$ cat config.mk
export PLATFORM = sky130hd
export DESIGN_NAME = fp_mul_pipe
export DESIGN_NICKNAME = d
export VERILOG_FILES = /design/src/rtl/fp_mul_pipe.sv
export SDC_FILE = /design/constraint.sdc
export NUM_CORES = 2
export LEC_CHECK = 0
export BUFFER_PORTS_ARGS = -buffer_cell sky130_fd_sc_hd__buf_2
export CELL_PAD_IN_SITES_DETAIL_PLACEMENT = 0
export CELL_PAD_IN_SITES_GLOBAL_PLACEMENT = 2
export CORE_UTILIZATION = 38
export DETAILED_ROUTE_END_ITERATION = 7
export PLACE_DENSITY = 0.87
export SYNTH_ARGS = -nofsm -noshare
export SYNTH_HDL_FRONTEND = slang
export SYNTH_SLANG_ARGS = --single-unit
$ cat constraint.sdc
create_clock -name clk -period 6.88 [get_ports clk]
set_input_delay 1.376 -clock clk [delete_from_list [all_inputs] [get_ports clk]]
set_output_delay 1.376 -clock clk [all_outputs]
set_load 0.1 [all_outputs]
$ cat src/rtl/fp_mul_pipe.sv
// fp_mul_pipe: pipelined floating-point multiplier with valid/ready handshake.
//   Operand widths are set by EXP_W/MAN_W (IEEE-754 style {sign, exp, frac}).
//   Subnormal inputs flush to signed zero; results never go subnormal.
//   Rounding is round-to-nearest-even. Results leave in acceptance order.
//   Timing: operands accepted at edge N produce out_valid after edge N+3.
//   The operand register feeds S1, so the multiplier starts from a flop boundary.
//   S1: classify, exponent add, multiply.
//   S2: normalise, round, range check.
//   S3: special-case mux into result/flags.
// Ports:
//   clk, rst        clock, synchronous active-high reset
//   in_valid/ready  operand handshake (in_ready = !out_valid | out_ready)
//   a, b            operands
//   out_valid/ready result handshake
//   result, flags   product and {invalid, overflow, underflow, inexact}
module fp_mul_pipe #(
  parameter int EXP_W = 8,
  parameter int MAN_W = 23
) (
  input  logic                   clk,
  input  logic                   rst,
  input  logic                   in_valid,
  output logic                   in_ready,
  input  logic [EXP_W+MAN_W:0]   a,
  input  logic [EXP_W+MAN_W:0]   b,
  output logic                   out_valid,
  input  logic                   out_ready,
  output logic [EXP_W+MAN_W:0]   result,
  output logic [3:0]             flags
);

  localparam int W  = 1 + EXP_W + MAN_W;
  localparam int PW = 2 * MAN_W + 2;
  localparam int EW = EXP_W + 2;
  localparam logic signed [EW-1:0] BIAS    = EW'((1 << (EXP_W - 1)) - 1);
  localparam logic signed [EW-1:0] EXP_MAX = EW'((1 << EXP_W) - 1);

  logic advance;
  assign advance  = !out_valid || out_ready;
  assign in_ready = advance;

  // operand register
  logic         s0_valid;
  logic [W-1:0] s0_a, s0_b;

  // S1 combinational: classification
  logic               a_sign, b_sign;
  logic [EXP_W-1:0]   a_exp, b_exp;
  logic [MAN_W-1:0]   a_frac, b_frac;
  logic               a_zero, b_zero, a_inf, b_inf, a_nan, b_nan, a_snan, b_snan;
  logic [PW-1:0]      sig_a, sig_b;

  assign a_sign = s0_a[W-1];
  assign b_sign = s0_b[W-1];
  assign a_exp  = s0_a[W-2 -: EXP_W];
  assign b_exp  = s0_b[W-2 -: EXP_W];
  assign a_frac = s0_a[MAN_W-1:0];
  assign b_frac = s0_b[MAN_W-1:0];
  assign a_zero = (a_exp == '0);
  assign b_zero = (b_exp == '0);
  assign a_inf  = (&a_exp) && (a_frac == '0);
  assign b_inf  = (&b_exp) && (b_frac == '0);
  assign a_nan  = (&a_exp) && (a_frac != '0);
  assign b_nan  = (&b_exp) && (b_frac != '0);
  assign a_snan = a_nan && !a_frac[MAN_W-1];
  assign b_snan = b_nan && !b_frac[MAN_W-1];
  assign sig_a  = {{(MAN_W+1){1'b0}}, 1'b1, a_frac};
  assign sig_b  = {{(MAN_W+1){1'b0}}, 1'b1, b_frac};

  // S1 registers
  logic                 s1_valid, s1_sign, s1_nan_out, s1_invalid, s1_inf, s1_zero;
  logic signed [EW-1:0] s1_exp;
  logic [PW-1:0]        s1_prod;

  // S2 combinational: normalise and round
  logic                 prod_msb, guard, sticky, round_up, carry, inexact_n;
  logic [PW-2:0]        norm;
  logic [MAN_W-1:0]     frac_t, frac_r;
  logic [MAN_W+1:0]     rsum;
  logic signed [EW-1:0] e1, e2;

  assign prod_msb  = s1_prod[PW-1];
  // Below the hidden bit only; hidden 1 is implicit after normalisation.
  assign norm      = prod_msb ? s1_prod[PW-2:0] : {s1_prod[PW-3:0], 1'b0};
  assign e1        = s1_exp + $signed({{(EW-1){1'b0}}, prod_msb});
  assign frac_t    = norm[PW-2 -: MAN_W];
  assign guard     = norm[PW-2-MAN_W];
  assign sticky    = |norm[PW-3-MAN_W:0];
  assign round_up  = guard && (sticky || frac_t[0]);
  assign rsum      = {1'b0, 1'b1, frac_t} + {{(MAN_W+1){1'b0}}, round_up};
  // A carry out of rounding means the significand became exactly 2.0.
  assign carry     = rsum[MAN_W+1];
  assign frac_r    = carry ? rsum[MAN_W:1] : rsum[MAN_W-1:0];
  assign e2        = e1 + $signed({{(EW-1){1'b0}}, carry});
  assign inexact_n = guard || sticky;

  // S2 registers
  logic               s2_valid, s2_sign, s2_nan_out, s2_invalid, s2_inf, s2_zero;
  logic               s2_ovf, s2_unf, s2_inexact;
  logic [EXP_W-1:0]   s2_exp;
  logic [MAN_W-1:0]   s2_frac;

  // S3 combinational: special-case priority mux
  logic [W-1:0] res_n;
  logic [3:0]   flg_n;

  always_comb begin
    res_n = {s2_sign, s2_exp, s2_frac};
    flg_n = {3'b000, s2_inexact};
    if (s2_nan_out) begin
      res_n = {1'b0, {EXP_W{1'b1}}, 1'b1, {(MAN_W-1){1'b0}}};
      flg_n = {s2_invalid, 3'b000};
    end else if (s2_inf) begin
      res_n = {s2_sign, {EXP_W{1'b1}}, {MAN_W{1'b0}}};
      flg_n = 4'b0000;
    end else if (s2_zero) begin
      res_n = {s2_sign, {(W-1){1'b0}}};
      flg_n = 4'b0000;
    end else if (s2_ovf) begin
      res_n = {s2_sign, {EXP_W{1'b1}}, {MAN_W{1'b0}}};
      flg_n = 4'b0101;
    end else if (s2_unf) begin
      res_n = {s2_sign, {(W-1){1'b0}}};
      flg_n = 4'b0011;
    end
  end

  // control: valids and visible outputs
  always_ff @(posedge clk) begin
    if (rst) begin
      s0_valid  <= 1'b0;
      s1_valid  <= 1'b0;
      s2_valid  <= 1'b0;
      out_valid <= 1'b0;
      result    <= '0;
      flags     <= '0;
    end else if (advance) begin
      s0_valid  <= in_valid;
      s1_valid  <= s0_valid;
      s2_valid  <= s1_valid;
      out_valid <= s2_valid;
      // Bubbles leave the last result in place.
      if (s2_valid) begin
        result <= res_n;
        flags  <= flg_n;
      end
    end
  end

  // datapath: contents behind a zero valid bit are don't-care
  always_ff @(posedge clk) begin
    if (advance) begin
      if (in_valid) begin
        s0_a <= a;
        s0_b <= b;
      end
      s1_sign    <= a_sign ^ b_sign;
      s1_nan_out <= a_nan || b_nan || (a_inf && b_zero) || (a_zero && b_inf);
      s1_invalid <= a_snan || b_snan || (a_inf && b_zero) || (a_zero && b_inf);
      s1_inf     <= a_inf || b_inf;
      s1_zero    <= a_zero || b_zero;
      s1_exp     <= $signed({2'b00, a_exp}) + $signed({2'b00, b_exp}) - BIAS;
      s1_prod    <= sig_a * sig_b;
      s2_sign    <= s1_sign;
      s2_nan_out <= s1_nan_out;
      s2_invalid <= s1_invalid;
      s2_inf     <= s1_inf;
      s2_zero    <= s1_zero;
      s2_exp     <= e2[EXP_W-1:0];
      s2_frac    <= frac_r;
      s2_ovf     <= (e2 >= EXP_MAX);
      s2_unf     <= (e2 <= $signed({EW{1'b0}}));
      s2_inexact <= inexact_n;
    end
  end

endmodule

==> flow_summary.json <==
{
  "run_status": "complete, no violations",
  "place_hpwl_mm": 61.13,
  "wl_mm": 75.38,
  "cts_buffer_depth": 3,
  "fin_crit_sh_pct": 98.27,
  "crit_fanout": 9,
  "dr.pass1.iters": 5,
  "avgViaCountPerCell": 4.971,
  "synth_mux_area_share_pct": 0.3360,
  "numPortBuffers": 105,
  "final_cells": 3940,
  "max_slew_margin_pct": 13.26,
  "setup_viol": 0,
  "clk_pin_slew_ns": 0.06,
  "die_x_um": 269.4,
  "drc": 0,
  "async_reset_ff_share_pct": 0,
  "yosys.area_share.simple_pct": 15.21,
  "critical_path.max_stage_delay_ns": 0.54,
  "hold_viol": 0,
  "setup_ws_ns": 0.1191,
  "yosys.area_share.adder_pct": 44.40,
  "yosysWarnings": 0,
  "die_h_um": 269.4,
  "grt_pass1_wl_mm": 117.8,
  "fp-row-count": 97,
  "crit_buf_inv": 8,
  "synth_compound_area_share_pct": 5.644,
  "cp.required_ns": 7.29,
  "rsz0062_at_grt": "yes",
  "place_area_um2": 29650,
  "routabilityCongestion": 0.8917,
  "tightest_slew_ns": 1.295,
  "cp_slowest_cell": "fa_1",
  "die-area_um2": 72600,
  "grt_max_degree": 79,
  "globalRouteTotalUtil_pct": 20.61,
  "crit_arrival_ns": 7.17,
  "max_cap_viol_count": 0,
  "drtAntennaViolNets": 0,
  "coreArea_um2": 70390,
  "crit_chain": "buf_4, buf_8, buf_4, nand2_1, fa_1, inv_1, fa_1, inv_1, fa_1, fa_1, inv_1, fa_1, fa_1, inv_1, fa_1, inv_1, ha_2, nand4_1, o31ai_2, a21oi_4, o31ai_4, a31oi_2, or4_1, nand4b_1",
  "postSynthCellCount": 2788,
  "io_pins": 106,
  "ys_seq_area_share_pct": 21.29,
  "drive_gt1_share_pct": 14.77,
  "worstSetupPathType": "reg -> reg",
  "grt_pass1_vias": 20940,
  "htreeDepth": 1,
  "startpoint_type": "register",
  "r2r_slack_ns": 0.12,
  "placed_cells": 3841,
  "start_util_pct": 38.61,
  "numCtsBuffers": 26,
  "wl_per_cell_um": 19.13,
  "synth_nets": 3530,
  "design_area_um2": 31530,
  "ys_ff_latch": 206,
  "cp_top_family": "adder cells",
  "synth_top_family_by_area": "adder cells",
  "fin_crit_ns": 6.761,
  "end_kind": "register",
  "cts-root-buf": "clkbuf_16",
  "synth_edf_count": 166,
  "syn_avg_cell_area_um2": 9.749,
  "worst_skew_pair.late_latency_ns": 0.61,
  "area_delta_synth_final_pct": 15.99,
  "ys_types": 68,
  "clkSinkCount": 206,
  "max_freq_mhz": 147.9,
  "synth_area_um2": 27180,
  "route.vias.total": 19590,
  "grt_overflow": 0,
  "synth_flop_cell": "edfxtp_1",
  "cp_common_cell": "fa_1",
  "synth_xor_area_share_pct": 2.739,
  "final_nets": 3723,
  "dr.first_iter.drc_count": 1257,
  "antenna_found_initial": 5,
  "skew_ns": 0.06134,
  "cts_tree": "done",
  "hp-class": "reg -> reg",
  "slew_violations": 0,
  "fin_hold_ws_ns": 0.4186,
  "pre_cts_slack_ns": -0.1102
}
[what timing repair did]
| action | CTS | global route |
|---|---|---|
| setup endpoints to repair | 11 | 17 |
| cloned | 1 | 3 |
| pin swaps | 6 | 75 |
| hold buffers | 0 | 0 |
| setup buffers | 14 | 36 |
| resized for setup | 20 | 109 |
[placed cells by master, fill, tap and decap left out, drive strengths merged, types with 6 or more instances in the layout]
master / n
buf: 290
fa: 484
a31oi: 7
nand2: 328
o21ai: 36
a22oi: 22
nand3: 32
xor2: 35
nor4: 22
edfxtp: 166
nand2b: 6
and3: 11
and2: 253
nand4: 27
inv: 616
dfxtp: 40
a211oi: 9
nor3: 21
nor2b: 15
mux2i: 8
a21o: 16
clkbuf: 43
nor2: 104
a21oi: 88
o21bai: 14
ha: 190
o31ai: 8
o211ai: 9
xnor2: 50
[final cells by class]
class | instances | area [µm²]
fill | 6695 | 38870
multi-input combinational | 1835 | 19020
sequential | 206 | 5786
timing repair buffer | 295 | 2390
inverter | 617 | 2320
tap | 940 | 1176
clock buffer | 39 | 753.2
clock inverter | 7 | 76.32
antenna | 1 | 2.502
[cell families after synthesis]
| group | count (synthesis) |
|---|---|
| DFF | 206 |
| AOI/OAI and AO/OA | 236 |
| xor gates and xnor gates | 85 |
| and+or+nand+nor | 831 |
| adders and majority gates | 674 |
| buffers and inverters | 747 |
| muxes | 9 |
[synthesized netlist by cell type (all sizes together), types with 3 or more instances]
| cell | n | share of area [%] |
|---|---|---|
| o21bai | 14 | 0.40 |
| o211ai | 9 | 0.30 |
| o21a | 3 | 0.083 |
| inv | 615 | 8.5 |
| a221oi | 3 | 0.097 |
| a31oi | 7 | 0.16 |
| ha | 190 | 8.7 |
| nand2b | 6 | 0.14 |
| nand4 | 27 | 0.62 |
| nand3 | 32 | 0.61 |
| a211o | 3 | 0.097 |
| o21ai | 36 | 0.68 |
| nor2b | 15 | 0.35 |
| a21boi | 5 | 0.14 |
| nor2 | 104 | 1.4 |
| a22oi | 22 | 0.61 |
| buf | 10 | 0.22 |
| fa | 484 | 36 |
| clkbuf | 120 | 1.7 |
| nor4 | 22 | 0.51 |
| mux2i | 8 | 0.29 |
| a211oi | 9 | 0.25 |
| a32oi | 3 | 0.097 |
| nand2 | 328 | 4.6 |
| xnor2 | 50 | 1.6 |
| and3 | 11 | 0.27 |
| a21o | 16 | 0.44 |
| o31ai | 8 | 0.27 |
| and2 | 253 | 5.8 |
| nor3 | 21 | 0.47 |
| edfxtp | 166 | 18 |
| xor2 | 35 | 1.1 |
| a21oi | 88 | 1.6 |
| dfxtp | 40 | 2.9 |
| nor3b | 3 | 0.083 |
[flip-flops by register name, indices dropped and copies added (netlist names), 4 cells and up]
signal and count:
result 32, s0_b 32, s1_exp 10, s1_prod 48, s0_a 32, s2_frac 23
s2_exp 8, flags 4
[stage by stage]
step / utilization, % / TNS [ns]
6_report: 44.79 / 0
5_1_grt: 44.79 / -0.4826
4_1_cts: 43.62 / -0.01295
3_5_place_dp: 42.12 / -0.4534
3_3_place_gp: 42.12 / -0.01053
2_1_floorplan: - / 0
[path summary, 6_finish.rpt]
check | startpoint | cells after the start | end
max | s0_b[4]$_DFFE_PP_ | 24 | s1_prod[46]$_DFFE_PN_
min | s1_inf$_DFFE_PN_ | 0 | s2_inf$_DFFE_PN_
min reg2reg | s1_inf$_DFFE_PN_ | 0 | s2_inf$_DFFE_PN_
max reg2reg | s0_b[4]$_DFFE_PP_ | 24 | s1_prod[46]$_DFFE_PN_
[layer usage]
metal | GRT usage [%] | vias up | routed length, µm | part of all wire, %
li1 | - | 8939 | - | -
met1 | 28.41 | 9894 | 33670 | 45
met2 | 34.45 | 620 | 35120 | 47
met3 | 2.022 | 132 | 3696 | 4.9
met4 | 5.906 | 0 | 2903 | 3.9
met5 | 0 | - | 0 | 0
Power is not shown: default switching activity piles up to over one toggle a cycle in this logic, so the estimate is an artifact.
